<file path="config.mk">
export PLATFORM = sky130hd
export DESIGN_NAME = ysyx_22050039_ifu
export DESIGN_NICKNAME = d
export VERILOG_FILES = /design/src/rtl/ysyx_22050039_pkg.sv /design/src/rtl/ysyx_22050039_pc_gen.sv /design/src/rtl/ysyx_22050039_ifu.sv
export SDC_FILE = /design/constraint.sdc
export NUM_CORES = 1
export LEC_CHECK = 0
export BUFFER_PORTS_ARGS = -buffer_cell sky130_fd_sc_hd__buf_4
export CORE_MARGIN = 8
export CORE_UTILIZATION = 52
export CTS_BUF_LIST = sky130_fd_sc_hd__clkbuf_4
export DETAILED_ROUTE_END_ITERATION = 12
export PLACE_DENSITY = 0.83
export SYNTH_ARGS = -nofsm -noshare
export SYNTH_HDL_FRONTEND = slang
export SYNTH_SLANG_ARGS = --single-unit
</file>
<file path="constraint.sdc">
create_clock -name clk -period 2.36 [get_ports clk]
set_input_delay 0.354 -clock clk [delete_from_list [all_inputs] [get_ports clk]]
set_output_delay 0.354 -clock clk [all_outputs]
set_load 0.02 [all_outputs]
</file>
<file path="src/rtl/ysyx_22050039_pkg.sv">
`default_nettype none
// ============================================================================
// Module      : ysyx_22050039_pkg
// Description : Shared constants for the ysyx_22050039 core front end:
//               IFU state encoding and the default boot PC.
// Revision    : 1.0 - initial release
// ============================================================================
package ysyx_22050039_pkg;

   typedef logic [1:0] ifu_state_t;

   localparam ifu_state_t IFU_BOOT  = 2'd0;
   localparam ifu_state_t IFU_FETCH = 2'd1;
   localparam ifu_state_t IFU_WAIT  = 2'd2;
   localparam ifu_state_t IFU_HOLD  = 2'd3;

   localparam logic [63:0] RESET_PC_DEFAULT = 64'h0000_0000_8000_0000;

   // A PC is fetchable only on a 4-byte boundary
   function automatic logic pc_misaligned(input logic [1:0] pc_lsb);
      return pc_lsb != 2'b00;
   endfunction

endpackage
`default_nettype wire

</file>
<file path="src/rtl/ysyx_22050039_pc_gen.sv">
`default_nettype none
// ============================================================================
// Module      : ysyx_22050039_pc_gen
// Description : Program counter register with next-PC priority mux:
//               redirect target > sequential pc + 4 > hold.
// Revision    : 1.0 - initial release
// ============================================================================
module ysyx_22050039_pc_gen
   import ysyx_22050039_pkg::*;
#(
   parameter int              XLEN     = 64,
   parameter logic [XLEN-1:0] RESET_PC = XLEN'(RESET_PC_DEFAULT)
) (
   input  logic            clk,
   input  logic            rst,            // asynchronous, active-low
   input  logic            redirect_valid,
   input  logic [XLEN-1:0] redirect_pc,
   input  logic            advance,
   output logic [XLEN-1:0] pc
);

   logic [XLEN-1:0] pc_q;
   logic [XLEN-1:0] pc_d;

   // Next PC: redirect wins over the sequential step; addition wraps naturally
   always_comb begin
      pc_d = pc_q;
      if (redirect_valid) begin
         pc_d = redirect_pc;
      end else if (advance) begin
         pc_d = pc_q + XLEN'(4);
      end
   end

   // PC register, forced to the boot address while reset is low
   always_ff @(posedge clk or negedge rst) begin
      if (!rst) begin
         pc_q <= RESET_PC;
      end else begin
         pc_q <= pc_d;
      end
   end

   assign pc = pc_q;

endmodule
`default_nettype wire

</file>
<file path="src/rtl/ysyx_22050039_ifu.sv">
`default_nettype none
// ============================================================================
// Module      : ysyx_22050039_ifu
// Description : Instruction fetch unit. One outstanding fetch at a time,
//               instruction + PC handed to the IDU over valid/ready, PC
//               redirects discard any stale in-flight response.
//               Optional macro YSYX_22050039_IFU_MISALIGN_EN: misaligned PCs
//               are not fetched and instead produce a faulting instruction.
// Revision    : 1.0 - initial release
// ============================================================================
module ysyx_22050039_ifu
   import ysyx_22050039_pkg::*;
#(
   parameter int              XLEN     = 64,
   parameter int              INST_LEN = 32,
   parameter logic [XLEN-1:0] RESET_PC = XLEN'(RESET_PC_DEFAULT)
) (
   input  logic                clk,
   input  logic                rst,             // asynchronous, active-low
   input  logic                redirect_valid,
   input  logic [XLEN-1:0]     redirect_pc,
   output logic                imem_req_valid,
   input  logic                imem_req_ready,
   output logic [XLEN-1:0]     imem_req_addr,
   input  logic                imem_resp_valid,
   input  logic [INST_LEN-1:0] imem_resp_data,
   output logic                inst_valid,
   input  logic                inst_ready,
   output logic [INST_LEN-1:0] inst,
   output logic [XLEN-1:0]     inst_pc,
   output logic                inst_fault
);

   ifu_state_t          state_q, state_d;
   logic                drop_q, drop_d;
   logic [INST_LEN-1:0] inst_q, inst_d;
   logic [XLEN-1:0]     inst_pc_q, inst_pc_d;
   logic                fault_q, fault_d;
   logic [XLEN-1:0]     pc;
   logic                advance;
   logic                misalign;

`ifdef YSYX_22050039_IFU_MISALIGN_EN
   assign misalign = pc_misaligned(pc[1:0]);
`else
   assign misalign = 1'b0;
`endif

   // Sequential step only when the IDU takes the held instruction
   assign advance = (state_q == IFU_HOLD) && inst_ready;

   ysyx_22050039_pc_gen #(
      .XLEN     (XLEN),
      .RESET_PC (RESET_PC)
   ) u_pc_gen (
      .clk            (clk),
      .rst            (rst),
      .redirect_valid (redirect_valid),
      .redirect_pc    (redirect_pc),
      .advance        (advance),
      .pc             (pc)
   );

   // State and delivered-instruction registers, cleared asynchronously
   always_ff @(posedge clk or negedge rst) begin
      if (!rst) begin
         state_q   <= IFU_BOOT;
         drop_q    <= 1'b0;
         inst_q    <= '0;
         inst_pc_q <= '0;
         fault_q   <= 1'b0;
      end else begin
         state_q   <= state_d;
         drop_q    <= drop_d;
         inst_q    <= inst_d;
         inst_pc_q <= inst_pc_d;
         fault_q   <= fault_d;
      end
   end

   // Next-state logic including stale-response tracking
   always_comb begin
      state_d   = state_q;
      drop_d    = drop_q;
      inst_d    = inst_q;
      inst_pc_d = inst_pc_q;
      fault_d   = fault_q;
      case (state_q)
         IFU_BOOT: begin
            state_d = IFU_FETCH;
         end
         IFU_FETCH: begin
            if (misalign) begin
               // No request was issued; a redirect simply retargets the fetch
               if (!redirect_valid) begin
                  state_d   = IFU_HOLD;
                  inst_d    = '0;
                  inst_pc_d = pc;
                  fault_d   = 1'b1;
               end
            end else if (imem_req_ready) begin
               state_d = IFU_WAIT;
               drop_d  = redirect_valid;
            end
         end
         IFU_WAIT: begin
            if (imem_resp_valid) begin
               // A redirect landing with the response makes it stale as well;
               // the fetch is complete so there is nothing left to wait for
               if (drop_q || redirect_valid) begin
                  drop_d  = 1'b0;
                  state_d = IFU_FETCH;
               end else begin
                  inst_d    = imem_resp_data;
                  inst_pc_d = pc;
                  fault_d   = 1'b0;
                  state_d   = IFU_HOLD;
               end
            end else if (redirect_valid) begin
               drop_d = 1'b1;
            end
         end
         IFU_HOLD: begin
            if (redirect_valid || inst_ready) begin
               state_d = IFU_FETCH;
               fault_d = 1'b0;
            end
         end
         default: begin
            state_d = IFU_BOOT;
         end
      endcase
   end

   // Handshake valids decode directly from the registered state
   always_comb begin
      imem_req_valid = (state_q == IFU_FETCH) && !misalign;
      inst_valid     = (state_q == IFU_HOLD);
   end

   assign imem_req_addr = pc;
   assign inst          = inst_q;
   assign inst_pc       = inst_pc_q;
   assign inst_fault    = fault_q;

endmodule
`default_nettype wire

</file>
; ---- After elaboration in Yosys (flattened, before gate mapping)
; Index checks and enable logic that the tools add are counted.
[word_totals]
word_cells = 44
inputBits = 102
output_inout_bits = 163
reg_bits = 164
[op_classes]
bitwise = 1
n_mux = 16
n_eq_ne = 9
n_reduce_logical = 11
addsub = 1
[ops]
columns = op, count
row1 = $mux W64, 2
row2 = $add A64 B3 Y64 const B, 1
row3 = $mux W2, 4
row4 = $pmux W2 S4, 1
row5 = $reduce_and A4 Y1, 2
row6 = $mux W1, 7
row7 = $ne A3 B3 Y1 const B, 2
row8 = $reduce_and A3 Y1, 2
row9 = $reduce_bool A2 Y1, 3
row10 = $eq A2 B2 Y1 const B, 2
row11 = $ne A2 B1 Y1 const B, 2
row12 = $ne A2 B2 Y1 const B, 2
row13 = $pmux W1 S2, 2
row14 = $eq A2 B1 Y1 const B, 1
row15 = $logic_not A2 Y1, 1
row16 = $logic_or A1 B1 Y1, 2
row17 = $logic_and A1 B1 Y1, 1
row18 = $not A1 Y1, 1

; ---- Depth between registers and ports, before layout
[depth]
depth_word = 4
mapped_depth = 7

; ---- Modules after synthesis
; From an unflattened synthesis, not the netlist that was laid out.
[hier_totals]
hier_cells = 660
area_unflattened_um2 = 7597.3
[modules_own_cells]
columns = mod, instances, area_each_um2, cells_each, seq_area_each_um2
row1 = ysyx_22050039_ifu, 1, 3827.4, 230, 2477.4
row2 = ysyx_22050039_pc_gen, 1, 3769.9, 430, 1602.8

; ---- Least setup slack after synthesis
; No wires, ideal clock.
[synth_path]
path_type = register to register
from = reg state_q[0]
to = reg u_pc_gen.pc_q[61] (netlist: u_pc_gen.pc[61])
n_path_buf = 0
required_time_ps = 2278
arrival_ps = 2302
path_slack_ps = -24
stages_incl_launch_ff = 7
setup_ps = 82
cell_sequence = dfrtp_1 -> ha_1 -> nand2_1 -> nor4_4 -> nand4bb_4 -> or4_1 -> a31oi_1
[synth_between]
elab_chain_cells = 3
[synth_rtl]
columns = element, line_no
row1 = start: declaration, ysyx_22050039_ifu.sv:34  ; ifu_state_t state_q, state_d;
row2 = start signal: assignment, ysyx_22050039_ifu.sv:73  ; state_q <= state_d;
row3 = $eq A2 B2 Y1, n/a
row4 = named net inst_valid, ysyx_22050039_ifu.sv:27  ; output logic inst_valid,
row5 = $logic_and A1 B1 Y1, ysyx_22050039_ifu.sv:50  ; assign advance = (state_q == IFU_HOLD) && inst_ready;
row6 = $reduce_bool A2 Y1 (no line), n/a
row7 = end signal: assignment, ysyx_22050039_pc_gen.sv:40  ; pc_q <= pc_d;
row8 = end: declaration, ysyx_22050039_pc_gen.sv:22  ; logic [XLEN-1:0] pc_q;
; The timed path passes the listed nets, and every way through them passes these cells.
; A chain may end at the register's enable or synchronous reset.

; ---- Worst setup path after layout
[layout_path]
from = reg state_q[0]
to = reg u_pc_gen.pc_q[62] (netlist: u_pc_gen.pc[62])
[layout_between]
elab_chain_cells = 3
[layout_rtl]
columns = element, line_no
row1 = $eq A2 B2 Y1, ysyx_22050039_ifu.sv:50
row2 = $logic_and A1 B1 Y1, ysyx_22050039_ifu.sv:50
row3 = $reduce_bool A2 Y1 (no line), n/a
; No other way between the ends.

==> results.sh <==
export IMPL_first_global_vias=7157
export IMPL_yosys_mux_area_fraction=0.150
export IMPL_overflow=0
export IMPL_ys_types=46
export IMPL_numCtsBuffers=17
export IMPL_maxSlewHeadroom=0.629
export IMPL_wl_met3_mm=2.27
export IMPL_mostFrequentLayoutCell="buf_4"
export IMPL_die_x_um=136
export IMPL_power_density_mw_per_mm2=897
export IMPL_fp_coreArea_sq_mm=0.0143
export IMPL_routed_wl_mm=25.2
export IMPL_die_area_sq_mm=0.0186
export IMPL_syn_nets=769
export IMPL_clk_transition_reported_paths_ps=130
export IMPL_max_cap_violations=0
export IMPL_clock_fmax_ghz=0.439
export IMPL_firstDrtPassIters=5
export IMPL_io_pins=265
export IMPL_rrSetupSlack_ps=80
export IMPL_synth_ff_type="dfrtp_1"
export IMPL_cts_root_buf="clkbuf_4"
export IMPL_nets=1148
export IMPL_worst_clock_skew_ps=15.8
export IMPL_rows=44
export IMPL_grt_start_max_net_pins=60
export IMPL_antenna_left=0
export IMPL_seq_area_frac_synth=0.543
export IMPL_total_power_uw=9940
export IMPL_synth_simple_area_share=0.165
export IMPL_reg2reg_from="state_q[0]"
export IMPL_drc_errors=0
export IMPL_crit_type="reg -> reg"
export IMPL_synthToLayoutAreaGrowth_pct=47.4
export IMPL_port_buffers=263
export IMPL_cpPeakStageDelay_ps=430
export IMPL_chipHeight_um=136
export IMPL_grt_pass1_wl_mm=38.8
export IMPL_min_path_type="in -> reg"
export IMPL_grt_use_total=0.268
export IMPL_crit_slowest_cell="dfrtp_1"
export IMPL_synthAdderAreaFrac=0.00666
export IMPL_final_cell_mix="314 x buf_4, 160 x dfrtp_1, 99 x mux2_2"
export IMPL_path_cells="ha_2 > nand3_1 > nor4_2 > nand4_1 > buf_4 > or4_1 > a31oi_1"
export IMPL_ys_ff_latch=163
export IMPL_drt_met1_wl_mm=9.52
export IMPL_reg2regPathDepth=7
export IMPL_h_tree_depth=4
export IMPL_irDropWorstVdd_uv=687
export IMPL_wl_per_cell_um=20.3
export IMPL_netlist_area_sq_mm=0.00752
export IMPL_p_leak_uw=0.00511
export IMPL_initial_core_util=0.525
export IMPL_synth_top_family_by_area="simple AND/OR/NAND/NOR gates"
export IMPL_hold_viol_final=0
export IMPL_cts_tree="done"
export IMPL_reg2reg_to="u_pc_gen.pc[62]"
export IMPL_min_from="imem_resp_data[17]"
export IMPL_setup_viol=0
export IMPL_wl_met2_mm=12.7
export IMPL_synth_compound_area_share=0.0678
export IMPL_async_reset_ff_frac=1.00
export IMPL_dp_hpwl_mm=17.8
export IMPL_hold_depth=2
export IMPL_synth_xor_xnor_area_share=0.0466
export IMPL_fin_crit_ps=2280
export IMPL_via_count=7022
export IMPL_clk_path_buf_depth=2
export IMPL_synth_edff_count=0
export IMPL_fin_util=0.774
export IMPL_gp_congestion=0.879
export IMPL_syn_inst=663
export IMPL_drive_gt1_frac=0.441
export IMPL_crit_required_ps=2850
export IMPL_worst_slew_pin_transition_ps=557
export IMPL_timing_final_crit_share=0.965
export IMPL_clock_latency_ps=560
export IMPL_drv_slew=0
export IMPL_crit_fanout=4
export IMPL_outcome="finished, final reports clean"
export IMPL_cts_num_sinks=163
export IMPL_endpoint_kind="flop"
export IMPL_top_layer_used="met4"
export IMPL_start_kind="flop"
export IMPL_hold_path_endpoint="inst[17]"
export IMPL_drt_iter0_markers=406
export IMPL_cp_arrival_ps=2770
export IMPL_synth_avg_cell_area_sq_um=11.3
export IMPL_antenna_found_initial=2
export IMPL_vias_per_cell=5.65
export IMPL_ys_warn_count=0
==> worst max-delay path, delay by kind of cell (launching register included) <==
| family | cells | cell delay, ps |
|---|---|---|
| adders and majority gates | 1 | 240 |
| DFF | 1 | 430 |
| AOI/OAI and AO/OA | 1 | 160 |
| buffers and inverters | 1 | 220 |
| and+or+nand+nor | 4 | 1160 |
==> how the worst max path moves through the flow <==
stage | from | end | cells after the start
global placement | u_pc_gen.pc[31] | u_pc_gen.pc[62] | 6
floorplan | state_q[0] | u_pc_gen.pc[61] | 6
global route | state_q[0] | u_pc_gen.pc[58] | 8
finish | state_q[0] | u_pc_gen.pc[62] | 7
CTS | state_q[0] | u_pc_gen.pc[33] | 6
detailed placement | state_q[0] | u_pc_gen.pc[33] | 6
==> cell usage after synthesis (3+ instances only) <==
cell | instances | share of area
a31oi_1 | 13 | 0.011
o21ai_0 | 49 | 0.033
a22oi_1 | 4 | 0.0040
nor4_1 | 16 | 0.013
xnor2_1 | 18 | 0.021
or3_1 | 8 | 0.0067
nor3_1 | 7 | 0.0047
clkbuf_1 | 21 | 0.010
nor2b_1 | 6 | 0.0050
nand3_1 | 26 | 0.017
a21oi_1 | 4 | 0.0027
buf_1 | 7 | 0.0035
nand2_1 | 71 | 0.035
nand4_1 | 31 | 0.026
dfrtp_1 | 162 | 0.54
o31ai_1 | 7 | 0.0070
a221o_1 | 3 | 0.0040
mux2_2 | 99 | 0.15
ha_1 | 4 | 0.0067
or4_1 | 12 | 0.012
inv_1 | 9 | 0.0045
and3_1 | 5 | 0.0042
and4_1 | 8 | 0.0093
xor2_1 | 22 | 0.026
nor2_1 | 25 | 0.012
==> through the flow <==
step                setup TNS (ps)  hold slack (ps)  instances  instance area, sq um  setup slack (ps)
global placement                 0              357       1126                 10000               188
detailed placement               0              362       1126                 10000              44.8
finish                           0             43.1       1242                 11100              83.5
floorplan                        0             58.4        663                  7520              71.9
global route                 -34.8           -0.996       1241                 11100             -15.7
CTS                              0            0.950       1227                 10900              18.1
==> power by group <==
| group | internal (uW) | switching (uW) |
|---|---|---|
| Combinational | 2090 | 2240 |
| Clock | 412 | 950 |
| Sequential | 3660 | 591 |
| Total | 6160 | 3780 |
==> layout make-up <==
type / instances / area, sq um
clock inverters: 13 / 70.1
repair buffers: 391 / 3170
fillers: 949 / 3230
diodes: 3 / 7.51
clock buffers: 19 / 143
flip-flops and latches: 163 / 4080
inverters: 10 / 37.5
multi-input cells: 459 / 3340
well taps: 184 / 230
==> routing by layer <==
layer | vias to the layer above | track usage
met5 | - | 0
met3 | 56 | 0.0806
met4 | 0 | 0.0995
met1 | 3461 | 0.318
met2 | 321 | 0.451
li1 | 3184 | -
==> flip-flops by register name (all words and copies together), names as in the netlist <==
register and count:
state_q 2, drop_q 1, inst 32, u_pc_gen.pc 64, inst_pc 64
==> cells by family (layout without fill, tap and decap cells) <==
family | after synthesis | in the layout
flip-flops | 163 | 163
AND/OR/NAND/NOR | 228 | 228
AO/OA/AOI/OAI | 86 | 86
buffers and inverters | 41 | 433
adder cells (fa/ha/maj) | 4 | 4
multiplexers | 100 | 100
XOR/XNOR | 40 | 40
other | 1 | 4
==> repair_timing <==
item                                    4_1_cts  5_1_grt
resized for setup                             0       11
hold buffers                                 69        3
buffers inserted                              0        9
endpoints found under the setup margin        0       17
endpoints found under the hold margin       122        3
No activity file was read; power rests on OpenSTA's default activity.
